--- config.mk ---
export PLATFORM = sky130hd
export DESIGN_NAME = shift_wb_stage
export DESIGN_NICKNAME = d
export VERILOG_FILES = /design/src/rtl/shift_wb_stage.sv
export SDC_FILE = /design/constraint.sdc
export NUM_CORES = 1
export LEC_CHECK = 0
export CORE_ASPECT_RATIO = 1.5
export CORE_MARGIN = 2
export CORE_UTILIZATION = 40
export DETAILED_ROUTE_END_ITERATION = 7
export GPL_TIMING_DRIVEN = 1
export PLACE_DENSITY = 0.67
export SETUP_SLACK_MARGIN = 0.1
export SLEW_MARGIN = 0
export SYNTH_ARGS = -nofsm -noshare
export SYNTH_HDL_FRONTEND = slang
export SYNTH_SLANG_ARGS = --single-unit
--- constraint.sdc ---
create_clock -name clk -period 2.3 [get_ports clk]
set_input_delay 0.46 -clock clk [delete_from_list [all_inputs] [get_ports clk]]
set_output_delay 0.46 -clock clk [all_outputs]
set_load 0.05 [all_outputs]
--- src/rtl/shift_wb_stage.sv ---
// ----------------------------------------------------------------------------
// shift_wb_stage
//
// Writeback stage that sits directly after the combinational shift/rotate
// unit. Each result beat {res, co, rd} is captured in a small skid FIFO. The
// head of the FIFO is written into the register file, and the C and Z flags
// are updated when the head is popped.
//
// Handshake (upstream side): a beat transfers on a rising edge where
// in_valid=1 and in_ready=1. in_ready depends only on the occupancy register,
// so there is no combinational path from any input to in_ready. While
// in_valid=1 and in_ready=0 the producer must hold the beat stable.
//
// Optional feature macro: WB_BYPASS_EN
//   When defined, a beat that arrives at an empty FIFO with no stall and no
//   flush is written straight through (0-cycle latency) and is not stored.
//   When undefined, every beat goes through the FIFO (1-cycle latency).
//
// Parameters
//   DATA_W  result width
//   ADDR_W  register-file address width
//   DEPTH   skid FIFO entries (power of two, >= 2)
//
// Ports
//   clk, rst_n                 clock, asynchronous active-low reset
//   in_valid/in_ready          upstream beat handshake
//   in_res, in_co, in_rd       shifter OUT, Co and destination register
//   flush                      synchronous FIFO clear; blocks push and pop
//   wb_stall                   RF port taken by another writer; blocks pops
//   reg_we/reg_waddr/reg_wdata register-file write port (combinational)
//   flag_c, flag_z             carry and zero flag registers
//   occupancy                  FIFO entry count (the stage's state)
// ----------------------------------------------------------------------------
module shift_wb_stage #(
    parameter int DATA_W = 8,
    parameter int ADDR_W = 3,
    parameter int DEPTH  = 2
) (
    input  logic                     clk,
    input  logic                     rst_n,
    input  logic                     in_valid,
    output logic                     in_ready,
    input  logic [DATA_W-1:0]        in_res,
    input  logic                     in_co,
    input  logic [ADDR_W-1:0]        in_rd,
    input  logic                     flush,
    input  logic                     wb_stall,
    output logic                     reg_we,
    output logic [ADDR_W-1:0]        reg_waddr,
    output logic [DATA_W-1:0]        reg_wdata,
    output logic                     flag_c,
    output logic                     flag_z,
    output logic [$clog2(DEPTH):0]   occupancy
);

    localparam int PTR_W = $clog2(DEPTH);
    localparam int CNT_W = PTR_W + 1;
    localparam logic [CNT_W-1:0] FULL_CNT = CNT_W'(DEPTH);

    logic [DATA_W-1:0] res_mem [DEPTH];
    logic              co_mem  [DEPTH];
    logic [ADDR_W-1:0] rd_mem  [DEPTH];

    logic [PTR_W-1:0]  wr_ptr;
    logic [PTR_W-1:0]  rd_ptr;

    logic              head_valid;
    logic [DATA_W-1:0] head_res;
    logic              head_co;
    logic [ADDR_W-1:0] head_rd;
    logic              push;
    logic              pop;
    logic              bypass;

    assign head_valid = (occupancy != '0);
    assign in_ready   = (occupancy != FULL_CNT);

    assign head_res = res_mem[rd_ptr];
    assign head_co  = co_mem[rd_ptr];
    assign head_rd  = rd_mem[rd_ptr];

    // A flush cycle performs neither a push nor a pop.
    assign pop = head_valid & ~wb_stall & ~flush;

`ifdef WB_BYPASS_EN
    // rst_n is included so the write port reads as idle while reset is held,
    // even if upstream keeps presenting a beat.
    assign bypass = rst_n & ~head_valid & in_valid & ~wb_stall & ~flush;
`else
    assign bypass = 1'b0;
`endif

    // A bypassed beat is consumed by the write port and never stored.
    assign push = in_valid & in_ready & ~flush & ~bypass;

    // Write port. Address/data are gated to zero when nothing is presented so
    // the port reads as all-zero immediately on reset.
    always_comb begin
        reg_we    = 1'b0;
        reg_waddr = '0;
        reg_wdata = '0;
        if (bypass) begin
            reg_we    = (in_rd != '0);
            reg_waddr = in_rd;
            reg_wdata = in_res;
        end else if (head_valid) begin
            // r0 is hard-wired zero: never write it, flags still update.
            reg_we    = pop & (head_rd != '0);
            reg_waddr = head_rd;
            reg_wdata = head_res;
        end
    end

    // Pointers, occupancy and flags.
    always_ff @(posedge clk or negedge rst_n) begin
        if (!rst_n) begin
            wr_ptr    <= '0;
            rd_ptr    <= '0;
            occupancy <= '0;
            flag_c    <= 1'b0;
            flag_z    <= 1'b0;
        end else begin
            if (flush) begin
                wr_ptr    <= '0;
                rd_ptr    <= '0;
                occupancy <= '0;
            end else begin
                if (push) begin
                    wr_ptr <= wr_ptr + PTR_W'(1);
                end
                if (pop) begin
                    rd_ptr <= rd_ptr + PTR_W'(1);
                end
                case ({push, pop})
                    2'b10:   occupancy <= occupancy + CNT_W'(1);
                    2'b01:   occupancy <= occupancy - CNT_W'(1);
                    default: occupancy <= occupancy;
                endcase
            end

            if (pop) begin
                flag_c <= head_co;
                flag_z <= (head_res == '0);
            end else if (bypass) begin
                flag_c <= in_co;
                flag_z <= (in_res == '0);
            end
        end
    end

    // Storage needs no reset: an entry is only read while occupancy covers it.
    always_ff @(posedge clk) begin
        if (push) begin
            res_mem[wr_ptr] <= in_res;
            co_mem[wr_ptr]  <= in_co;
            rd_mem[wr_ptr]  <= in_rd;
        end
    end

endmodule

Yosys cells after proc, flatten, opt, wreduce, memory -nomap -nowiden

Memory sizes are Yosys's and may differ from the RTL's. A register that Yosys moved wholly into a read port is not among the register bits.
Index checks and enable logic that the tools add are counted.

Add/sub/neg operators: 4
Eq/ne operators: 3
Mux-type cells: 11
Bitwise gates (word level): 7
Reduce and logical (&&, ||, !) cells: 7

Operators with widths:

| cell                                                 | number |
|---|---|
| logical NOT 8 bit                                    | 1 |
| 2-to-1 mux 8 bit                                     | 1 |
| 2-to-1 mux 1 bit                                     | 7 |
| nonzero test 2 bit                                   | 3 |
| nonzero test 3 bit                                   | 2 |
| AND 1 bit                                            | 5 |
| case mux 2 bit (2 select lines)                      | 1 |
| 2-to-1 mux 3 bit                                     | 1 |
| adder 1 bit (second input constant)                  | 2 |
| adder 2 x 1 -> 2 bit (second input constant)         | 1 |
| equality test 2 x 1 -> 1 bit (second input constant) | 1 |
| equality test 2 bit (second input constant)          | 1 |
| 2-to-1 mux 2 bit                                     | 1 |
| inequality test 2 bit (second input constant)        | 1 |
| NOT 1 bit                                            | 2 |
| subtractor 2 x 1 -> 2 bit (second input constant)    | 1 |
| logical NOT 1 bit                                    | 1 |

Register bits: 5
RAM bits: 24
Bits of input ports: 17
Memories kept: 3

Memory list:

| name    | depth | width | rd ports | clocked after memory_dff | wr ports | RTL line | source |
|---|---|---|---|---|---|---|---|
| res_mem | 2     | 8     | 1        | 0                        | 1        | 60       | `logic [DATA_W-1:0] res_mem [DEPTH];` |
| rd_mem  | 2     | 3     | 1        | 0                        | 1        | 62       | `logic [ADDR_W-1:0] rd_mem [DEPTH];` |
| co_mem  | 2     | 1     | 1        | 1                        | 1        | 61       | `logic co_mem [DEPTH];` |

Depth between registers and ports, before layout

Word-level depth: 6
Depth in mapped cells: 4
Depth with buffers taken out: 4

Least setup slack after synthesis

No wires, ideal clock.

Path kind: reg-to-output
Start point: reg occupancy[0]
End point: out reg_we
Data arrival time: 2.422 ns
Path slack: -0.582 ns
Cell stages (with the launch flop): 4
Path through: dfrtp_1 > nor2_1 > or3_1 > a211oi_1

Longest elaborated chain between the ends: 5

Ends and longest elaborated chain:

| what                    | RTL line | source |
|---|---|---|
| start, declared         | 53       | `output logic [$clog2(DEPTH):0] occupancy` |
| start signal, assigned  | 135      | `2'b10: occupancy <= occupancy + CNT_W'(1);` |
| start signal, assigned  | 136      | `2'b01: occupancy <= occupancy - CNT_W'(1);` |
| start signal, assigned  | 137      | `default: occupancy <= occupancy;` |
| nonzero test 2 bit *    | 75       | `assign head_valid = (occupancy != '0);` |
| AND 1 bit (2 in series) | 83       | `assign pop = head_valid & ~wb_stall & ~flush;` |
| AND 1 bit               | 108      | `reg_we = pop & (head_rd != '0);` |
| 2-to-1 mux 1 bit *      | 106      | `end else if (head_valid) begin` |
| end, declared           | 48       | `output logic reg_we,` |

Every way passes the cells marked *; elsewhere a longest branch is shown, timed or not.

Worst setup path after layout

Start point: in flush
End point: out reg_we

Longest elaborated chain between the ends: 4

Ends and longest elaborated chain:

| what             | RTL line | source |
|---|---|---|
| start, declared  | 46       | `input logic flush,` |
| NOT 1 bit        | 83       |  |
| AND 1 bit        | 83       |  |
| AND 1 bit        | 108      |  |
| 2-to-1 mux 1 bit | 106      |  |

Every way passes these cells.

==> flow_summary.toml <==
[logic_synthesis]
synthesis.nets = 113
synth_seq_cells = 30
async_flop_share = 0.200
synth_area_um2 = 1300
synth_area_leaders = "edfxtp_1 (55%), dfrtp_1 (12%), mux2i_1 (8.5%)"
yosys.area.top_type_share = 0.554
synth_common_cells = "edfxtp_1 (24), nor2_1 (13), mux2i_1 (11)"
synth_flop_cell = "edfxtp_1"
synth.distinct_cells = 28
syn_avg_cell_area_um2 = 13.5
ys_seq_area_frac = 0.670
synth_edf_count = 24
synthCells = 96
yosys_warnings = 0
yosys.area.top_type = "edfxtp_1"
synth.most_common_cell = "edfxtp_1"

[clock_network]
htree_levels = 2
numClockSinks = 30
clkSlewWorstSetupHoldPaths_ns = 0.06
clock_latency_ns = 0.27
cts_setup_buffers = 0
cts_max_path_buffers = 2
cts_tree = "yes"
numCtsBuffers = 5
cts-root-buf = "clkbuf_8"

[cells_and_area]
areaGrowthSynthToFinish_pct = 49.3
finalNetCount = 155
fillers = 258
regArea_um2 = 871
diodes = 0
drive_gt1_frac = 0.237
multi_input_area_um2 = 429
stdcell_count = 179

[placed_design]
dp_worst_setup_slack_ns = 0.130
port_buffers = 33
gp_congestion = 0.726
dp_cells = 171
hpwl_um = 1960

[sta]
tightestPinTransition_ns = 0.529
finalMaxSlewViolations = 0
setup_slack_ns = 0.129
fmax_mhz = 461
finalCritPeriodShare = 0.944
final.setup.tns_ns = 0
hold_slack_ns = 0.435
rsz0062_at_grt = "no"
setup_viol = 0
slew_headroom = 0.644
hold_viol = 0
period_minus_slack_ns = 2.17
skew_ns = 0.00229

[global_route]
grt_max_degree = 15
grt_pass1_vias = 950
grt_usage = 0.161
grt_pass1_wl_um = 4240
overflow = 0
antenna_found_initial = 0

[route]
num_vias = 920
dr.pass1.iters = 4
totalWireLength_um = 2660
drc_errors = 0
viasPerCell = 5.14
ant_nets = 0
drt_iter0_drc = 16
wl_per_cell_um = 14.8

[power]
p_leak_nw = 0.689
p_per_area_nw_per_um2 = 682
ir_drop_uv = 526

[min_path]
hold_path_class = "input pin to asynchronous set/reset pin"

[worst_setup_path]
cp.arrival_ns = 1.71
reg2reg_from = "rd_ptr"
critical_path_class = "input pin to output pin"
startpoint = "flush"
crit_slowest_cell = "or3_1"
path_max_fanout = 2
startpoint_type = "input pin"
critPathMaxStageDelay_ns = 0.44
cp-end-kind = "output pin"
cp_cell_sequence = "clkdlybuf4s50_1 > or3_1 > a211oi_4 > buf_12"
required_ns = 1.84

[floorplanning]
core_um2 = 3130
die_x_um = 50.5
die_area_um2 = 3730
num_rows = 25
initial_core_util = 0.416
io_pins = 34
die_y_um = 73.8

[outcome]
status = "finished, final reports clean"

[flow_run]
drv_cap = 0
[worst paths after layout]
path | to | slack, ns | depth (start not counted)
max | reg_we | 0.13 | 4
min reg2reg | flag_z | 0.51 | 2
min in group clk | flag_z | 0.51 | 2
max in group asynchronous | wr_ptr | 1.64 | 1
min | rd_ptr | 0.43 | 1
max reg2reg | flag_z | 0.49 | 4
[metrics by stage]
stage / util / area (um2) / total power, mW
finish: 0.620 / 1940 / 1.32
global route: 0.620 / 1940 / 1.39
CTS: 0.620 / 1940 / 1.34
detailed placement: 0.595 / 1860 / 0.957
global placement: 0.595 / 1860 / 0.950
floorplan: - / 1340 / 0.809
[cells in the final DEF (no fill, tap or decap), drive strengths merged]
cell / count
edfxtp: 24
clkinv: 2
or3: 3
nor3b: 1
dlygate4sd2: 1
nand2b: 2
dfrtp: 6
or4: 1
nand3: 1
and3b: 1
nor3: 3
o22a: 1
nand2: 3
a21o: 1
a21oi: 4
clkbuf: 6
mux2i: 11
nor2b: 1
nor2: 13
mux2: 3
nor4: 2
buf: 19
o21ai: 3
a211oi: 1
inv: 2
or4b: 1
a22oi: 1
o31ai: 2
clkdlybuf4s50: 20
[worst max-delay path, delay by kind of cell]
kind | cells | cell delay, ns
simple gates | 1 | 0.44
compound gates | 1 | 0.22
buf+inv | 2 | 0.59
[metal layers]
layer  vias up  part of all wire  global-route usage
met3         4             0.046              0.0488
li1        442                 -                   -
met2        28              0.56               0.284
met1       446              0.38               0.171
met4         0             0.016              0.0811
met5         -                 0                   0
[power breakdown]
part	total, mW	internal (mW)	switching (mW)
Combinational	0.308	0.140	0.168
Sequential	0.635	0.616	0.0186
Clock	0.381	0.207	0.174
Total	1.32	0.964	0.361
[area by class of cell]
cell class              count  share of cell area
flip-flops and latches     30               0.449
repair buffers             40               0.259
multi-input cells          59               0.221
clock buffers               6              0.0374
well taps                  40              0.0258
clock inverters             2             0.00451
inverters                   2             0.00387
[cells by family after synthesis]
group / after synthesis / synth area share
muxes: 14 / 0.111
buffers and inverters: 7 / 0.0269
DFF: 30 / 0.670
AOI/OAI and AO/OA: 13 / 0.0664
and+or+nand+nor: 32 / 0.126
[repair_timing]
item                       4_1_cts  5_1_grt
setup endpoints to repair        1        0
resized for setup                1        0
hold buffers                     0        0
[registers in the layout, summed over array words and instances (netlist names)]
register,cells
occupancy,2
res_mem,16
rd_mem,6
rd_ptr,1
flag_z,1
flag_c,1
wr_ptr,1
co_mem,2
Note: power is estimated with default switching activity, not from simulation.
